===== src/rtl/seg_pkg.sv =====
// seg_pkg: seven-segment bus type and glyph patterns shared by the scan driver.
package seg_pkg;

    // Segment bus. Bit 0 = a ... bit 6 = g. Active-low, so 0 = segment on.
    typedef logic [6:0] seg_t;

    // Glyphs below are written in a..g reading order (leftmost character = a).
    // This flips such a string into bus order, so that a lands on bit 0.
    function automatic seg_t abcdefg(input logic [6:0] s);
        return {s[0], s[1], s[2], s[3], s[4], s[5], s[6]};
    endfunction

    localparam seg_t SEG_OFF = 7'b1111111;

    localparam seg_t SEG_0 = abcdefg(7'b0000001);
    localparam seg_t SEG_1 = abcdefg(7'b1001111);
    localparam seg_t SEG_2 = abcdefg(7'b0010010);
    localparam seg_t SEG_3 = abcdefg(7'b0000110);
    localparam seg_t SEG_4 = abcdefg(7'b1001100);
    localparam seg_t SEG_5 = abcdefg(7'b0100100);
    localparam seg_t SEG_6 = abcdefg(7'b0100000);
    localparam seg_t SEG_7 = abcdefg(7'b0001111);
    localparam seg_t SEG_8 = abcdefg(7'b0000000);
    localparam seg_t SEG_9 = abcdefg(7'b0000100);
    localparam seg_t SEG_A = abcdefg(7'b0001000);
    localparam seg_t SEG_B = abcdefg(7'b1100000);
    localparam seg_t SEG_C = abcdefg(7'b0110001);
    localparam seg_t SEG_D = abcdefg(7'b1000010);
    localparam seg_t SEG_E = abcdefg(7'b0110000);
    localparam seg_t SEG_F = abcdefg(7'b0111000);

endpackage


===== src/rtl/seg_scan_driver_decode.sv =====
// seg_decode: combinational 4-bit code to active-low segment pattern.
// In decimal mode code 10 shows "9" and codes 11..15 are blank. In hex mode
// codes 10..15 show A b C d E F.
module seg_decode
    import seg_pkg::*;
#(
    parameter int HEX_MODE = 0
) (
    input  logic [3:0] code,
    output seg_t       seg
);

    // Glyph lookup; the hex-mode branches are constant and fold away.
    always_comb begin
        // NOTE: a default ahead of the case keeps every path assigned, so no latch.
        seg = SEG_OFF;
        case (code)
            4'd0:    seg = SEG_0;
            4'd1:    seg = SEG_1;
            4'd2:    seg = SEG_2;
            4'd3:    seg = SEG_3;
            4'd4:    seg = SEG_4;
            4'd5:    seg = SEG_5;
            4'd6:    seg = SEG_6;
            4'd7:    seg = SEG_7;
            4'd8:    seg = SEG_8;
            4'd9:    seg = SEG_9;
            4'd10:   seg = (HEX_MODE != 0) ? SEG_A : SEG_9;
            4'd11:   seg = (HEX_MODE != 0) ? SEG_B : SEG_OFF;
            4'd12:   seg = (HEX_MODE != 0) ? SEG_C : SEG_OFF;
            4'd13:   seg = (HEX_MODE != 0) ? SEG_D : SEG_OFF;
            4'd14:   seg = (HEX_MODE != 0) ? SEG_E : SEG_OFF;
            4'd15:   seg = (HEX_MODE != 0) ? SEG_F : SEG_OFF;
            default: seg = SEG_OFF;
        endcase
    end

endmodule


===== src/rtl/seg_scan_driver.sv =====
// seg_scan_driver: time-multiplexed common-anode seven-segment driver.
// Each digit slot is SCAN_DIV cycles long: one dead cycle with everything
// off, then SCAN_DIV-1 lit cycles. Display data is taken from shadow
// registers written by a load strobe. Outputs are only re-registered on
// entry to a lit slot, so a load can never tear the digit being shown.
// seg bit 0 = a ... bit 6 = g, active-low.
module seg_scan_driver
    import seg_pkg::*;
#(
    parameter int NUM_DIGITS   = 4,
    parameter int SCAN_DIV     = 50000,
    parameter int BLINK_FRAMES = 64,
    parameter int HEX_MODE     = 0
) (
    input  logic                    clk,
    input  logic                    rst_n,
    input  logic                    load,
    input  logic [4*NUM_DIGITS-1:0] digits,
    input  logic [NUM_DIGITS-1:0]   blank_mask,
    input  logic [NUM_DIGITS-1:0]   blink_mask,
    input  logic [NUM_DIGITS-1:0]   dp_mask,
    input  logic                    lz_en,
    output logic [6:0]              seg,
    output logic                    dp,
    output logic [NUM_DIGITS-1:0]   an,
    output logic                    frame_tick
);

    localparam int CNT_W = $clog2(SCAN_DIV);
    localparam int IDX_W = $clog2(NUM_DIGITS);
    localparam int BLK_W = $clog2(BLINK_FRAMES + 1);

    localparam logic [CNT_W-1:0] CNT_LAST = CNT_W'(SCAN_DIV - 1);
    localparam logic [IDX_W-1:0] IDX_LAST = IDX_W'(NUM_DIGITS - 1);
    localparam logic [BLK_W-1:0] BLK_LAST = BLK_W'(BLINK_FRAMES - 1);

    logic [CNT_W-1:0]        cnt;
    logic [IDX_W-1:0]        idx;
    logic                    dead_q;     // this cycle is the dead cycle of a slot
    logic [BLK_W-1:0]        blink_cnt;
    logic                    blink_ph;

    logic [4*NUM_DIGITS-1:0] sh_digits;
    logic [NUM_DIGITS-1:0]   sh_blank;
    logic [NUM_DIGITS-1:0]   sh_blink;
    logic [NUM_DIGITS-1:0]   sh_dp;
    logic                    sh_lz;

    logic                    tick;
    logic [3:0]              cur_code;
    seg_t                    dec_seg;
    logic [NUM_DIGITS-1:0]   lz_dark;
    logic                    zero_above;
    logic                    dark;
    logic [NUM_DIGITS-1:0]   an_lit;

    assign tick     = (cnt == CNT_LAST);
    assign cur_code = sh_digits[4*idx +: 4];

    seg_decode #(.HEX_MODE(HEX_MODE)) u_decode (
        .code (cur_code),
        .seg  (dec_seg)
    );

    // Prescaler: free-running 0..SCAN_DIV-1, tick on the last count.
    always_ff @(posedge clk or negedge rst_n) begin
        // NOTE: sequential state uses non-blocking assignments so every flop samples pre-edge values.
        if (!rst_n)    cnt <= '0;
        else if (tick) cnt <= '0;
        else           cnt <= cnt + 1'b1;
    end

    // Scan index advances into the dead cycle; dead_q marks that cycle.
    always_ff @(posedge clk or negedge rst_n) begin
        if (!rst_n) begin
            idx    <= IDX_LAST;
            dead_q <= 1'b0;
        end else begin
            dead_q <= tick;
            if (tick) idx <= (idx == IDX_LAST) ? '0 : idx + 1'b1;
        end
    end

    // Shadow registers: atomic capture of all display inputs on load.
    always_ff @(posedge clk or negedge rst_n) begin
        if (!rst_n) begin
            sh_digits <= '0;
            sh_blank  <= '0;
            sh_blink  <= '0;
            sh_dp     <= '0;
            sh_lz     <= 1'b0;
        end else if (load) begin
            sh_digits <= digits;
            sh_blank  <= blank_mask;
            sh_blink  <= blink_mask;
            sh_dp     <= dp_mask;
            sh_lz     <= lz_en;
        end
    end

    // Blink timebase: counts frames, toggles phase every BLINK_FRAMES frames.
    always_ff @(posedge clk or negedge rst_n) begin
        if (!rst_n) begin
            blink_cnt <= '0;
            blink_ph  <= 1'b0;
        end else if (frame_tick) begin
            if (blink_cnt == BLK_LAST) begin
                blink_cnt <= '0;
                blink_ph  <= ~blink_ph;
            end else begin
                blink_cnt <= blink_cnt + 1'b1;
            end
        end
    end

    // Leading-zero chain: a digit is suppressed only if it and every digit
    // above it hold code 0. Masks do not affect the chain; digit 0 never goes dark.
    always_comb begin
        zero_above = 1'b1;
        lz_dark    = '0;
        for (int i = NUM_DIGITS - 1; i >= 0; i--) begin
            zero_above = zero_above && (sh_digits[4*i +: 4] == 4'd0);
            lz_dark[i] = sh_lz && zero_above && (i != 0);
        end
    end

    // Darkness and anode select for the digit about to be lit.
    always_comb begin
        dark        = sh_blank[idx] | (sh_blink[idx] & blink_ph) | lz_dark[idx];
        an_lit      = '1;
        an_lit[idx] = 1'b0;
    end

    // Output registers: blank on the dead cycle, load the new digit on lit entry, hold otherwise.
    always_ff @(posedge clk or negedge rst_n) begin
        if (!rst_n) begin
            seg        <= SEG_OFF;
            dp         <= 1'b1;
            an         <= '1;
            frame_tick <= 1'b0;
        end else if (tick) begin
            seg        <= SEG_OFF;
            dp         <= 1'b1;
            an         <= '1;
            frame_tick <= 1'b0;
        end else if (dead_q) begin
            seg        <= dark ? SEG_OFF : dec_seg;
            dp         <= dark | ~sh_dp[idx];
            an         <= an_lit;
            frame_tick <= (idx == '0);
        end else begin
            frame_tick <= 1'b0;
        end
    end

endmodule


===== config.mk =====
export PLATFORM = sky130hd
export DESIGN_NAME = seg_scan_driver
export DESIGN_NICKNAME = d
export VERILOG_FILES = /design/src/rtl/seg_pkg.sv /design/src/rtl/seg_scan_driver_decode.sv /design/src/rtl/seg_scan_driver.sv
export SDC_FILE = /design/constraint.sdc
export NUM_CORES = 1
export LEC_CHECK = 0
export CORE_UTILIZATION = 50
export DETAILED_ROUTE_END_ITERATION = 7
export GPL_ROUTABILITY_DRIVEN = 0
export HOLD_SLACK_MARGIN = 0.12
export PLACE_DENSITY = 0.75
export SLEW_MARGIN = 0
export SYNTH_ARGS = -nofsm -noshare
export SYNTH_HDL_FRONTEND = slang
export SYNTH_SLANG_ARGS = --single-unit

===== constraint.sdc =====
create_clock -name clk -period 6 [get_ports clk]
set_clock_uncertainty 0.2 [all_clocks]
set_input_delay 0.6 -clock clk [delete_from_list [all_inputs] [get_ports clk]]
set_output_delay 0.6 -clock clk [all_outputs]
set_load 0.05 [all_outputs]

==> summary.txt <==
Outcome -> finished clean
Crit share post-route -> 0.4858
Met1 Usage GRT -> 0.2970
Worst slew margin relative to its limit -> 0.4409
Setup Crit Path Kind -> flip-flop to flip-flop
Fraction of registers with async set/reset -> 1.000
Most common cell in the netlist -> dfrtp_1
Count of final max-slew check failures -> 0
First-pass GRT wire length -> 10.66 mm
Final core utilization -> 0.6238
Final HPWL DP -> 4.175 mm
Final setup viols -> 0
Pwr Density -> 228.3 nW/um^2
IO Pins -> 45
Combinational Power Share -> 0.097
Synth Instances -> 274
Post-CTS repair timing setup buffer count -> 0
Clock Sinks -> 69
Number of synthesized register bits -> 69
Unique masters post-synth -> 44
Synth top cells by count -> dfrtp_1, mux2_2, nand2_1
Vias in the first global route -> 2233
Initial DRC count -> 85
H-tree depth -> 3
Overflow left after global routing -> 0
Critical Path AT -> 2960 ps
Yosys top cell area share -> 0.4192
Syn nets -> 317
Clock power frac -> 0.352
Sw Pwr -> 0.2222 mW
WHS -> 267.2 ps
Cts hold-fix bufs -> 0
Layout Nets -> 366
Post-synth EDFFs -> 0
CP Capture Type -> flip-flop
Mean Syn Cell Area -> 11.98 sq um
Synth warn -> 0
Total global-route track usage -> 0.1957
Layout cells sized above 1 -> 0.2226
Fillers -> 510
CTS Buf Count -> 9
Synth area leader -> dfrtp_1
Critical Path RT -> 6040 ps
Layout area overhead -> 20.66%
Hold crit path type -> input pin to asynchronous set/reset pin
Die W -> 83.03 microns
GR Util met3 -> 0.03777
Slowest CP cell -> dfstp_2
Routed len/inst -> 14.78 microns
Core Rows -> 29
Drt drc -> 0
CTS clock-pin slew for the worst setup and hold paths -> 70 ps
Switching part of the total power -> 0.2457
Sequential fraction of design power -> 0.551
Clk buf depth -> 2
Post-cts resize count -> 0
P_int -> 0.6823 mW
Total die area -> 6894 sq um
Worst-Margin Slew -> 838.7 ps
Final setup margin -> 3085 ps
Final total power -> 0.9045 mW
Worst-Skew Late Latency -> 330 ps
Final WL -> 5.987 mm
Ys flop type -> dfrtp_1
GR Layer Usage met2 -> 0.2757
Post-route minimum period -> 2915 ps
Final hold vios -> 0
Max Clk Rate -> 343.1 MHz
Post-Syn Area -> 3283 sq um
Initial antenna violation count -> 0
Die H -> 83.03 microns
RSZ-0062 raised after global routing -> no
DP Worst Slack -> 3111 ps
Kind of cell adding the most delay to the critical path -> compound AO/OA/AOI/OAI gates
Initial Utilization -> 0.5170
TritonCTS clock tree -> done
Top Usage Layer GRT -> met1
# Max-Cap Violations -> 0
Clock root buffer -> clkbuf_8
Slowest stage delay, CP -> 720 ps
Critical path buffer and inverter count -> 1
Worst setup SP type -> flip-flop
Sequential share of the synthesized area -> 0.5313
Largest cells by area after synthesis -> dfrtp_1, dfstp_2, mux2_2
DR vias/cell -> 5.425
CP Max Fanout -> 14
Via count -> 2197
Setup_tns -> 0 ps
N_diodes -> 0
Lkg Pwr -> 1.678 nW
Ordered cell list for the critical path -> mux4_1 -> inv_1 -> ha_1 -> nor2b_1 -> a221o_1 -> a21o_1 -> a211oi_1 -> o21ai_1
Remaining antenna violation count -> 0
Port Buffers -> 44
Pin count of the biggest net entering global routing -> 70
Maximum vdd ir drop -> 0.1378 mV
Core area -> 6350 sq um
DRT Pass-1 Iters -> 4
==> layout by cell type (no fill, tap or decap), types with 4 or more instances in the layout <==
cell type,synthesis,final
a21oi_1,9,9
clkbuf_8,0,9
clkdlybuf4s50_1,0,43
clkinv_2,0,4
dfrtp_1,55,55
dfstp_2,14,14
ha_1,11,11
inv_1,9,9
mux2_2,32,32
mux4_1,4,4
nand2_1,27,27
nand3_1,13,13
nand4_1,4,4
nor2_1,18,18
o21ai_0,13,13
xnor2_1,8,8
xor2_1,8,8
==> power by group through the flow <==
stage	clock network [mW]	logic, mW	registers (mW)
after floorplan	0	0.0497	0.501
after CTS	0.328	0.0882	0.498
final	0.318	0.0874	0.499
after global routing	0.352	0.0967	0.501
after global placement	0	0.0853	0.507
after detailed placement	0	0.0876	0.507
==> sequential cells by signal (all words and copies together) (netlist names), 2 cells and up <==
| register | count |
|---|---|
| sh_blank | 4 |
| an | 4 |
| cnt | 16 |
| sh_dp | 4 |
| blink_cnt | 7 |
| sh_blink | 4 |
| seg | 7 |
| sh_digits | 16 |
| idx | 2 |
==> per-layer routing <==
metal	part of all wire	up-vias
li1	-	1070
met2	0.43	44
met5	0	-
met4	0.015	0
met1	0.52	1076
met3	0.030	7
==> kinds of logic (layout without fill, tap and decap cells) <==
| group | after synthesis | after routing | share of synthesized area |
|---|---|---|---|
| muxes | 42 | 42 | 0.1715 |
| and+or+nand+nor | 85 | 85 | 0.1296 |
| DFF | 69 | 69 | 0.5312 |
| adders and majority gates | 11 | 11 | 0.04192 |
| AOI/OAI and AO/OA | 34 | 34 | 0.06212 |
| buffers and inverters | 17 | 71 | 0.02096 |
| xor gates and xnor gates | 16 | 16 | 0.04268 |
==> area by class of cell <==
class | count | area [sq um] | area share
Sequential cell | 69 | 1744 | 0.4403
Clock inverter | 7 | 42.54 | 0.01074
Multi-Input combinational cell | 188 | 1470 | 0.3711
Inverter | 9 | 33.78 | 0.008528
Timing Repair Buffer | 46 | 450.4 | 0.1137
Tap cell | 77 | 96.34 | 0.02432
Clock buffer | 9 | 123.9 | 0.03127
==> final timing paths <==
kind | start | to | slack, ps | cells after the start
worst max-delay path | idx[0] | seg[4] | 3090 | 8
worst min-delay path | rst_n | cnt[13] | 270 | 2
worst max register to register | idx[0] | seg[4] | 3090 | 8
worst min register to register | cnt[0] | cnt[0] | 290 | 1
max in group asynchronous | rst_n | sh_digits[2] | 4800 | 2
min in group clk | cnt[0] | cnt[0] | 290 | 1
==> per-stage QoR <==
step,cells,cell area (sq um)
floorplan,274,3283
global placement,389,3795
detailed placement,389,3795
CTS,405,3961
global route,405,3961
finish,405,3961
Power figures use the tool's default switching activity.
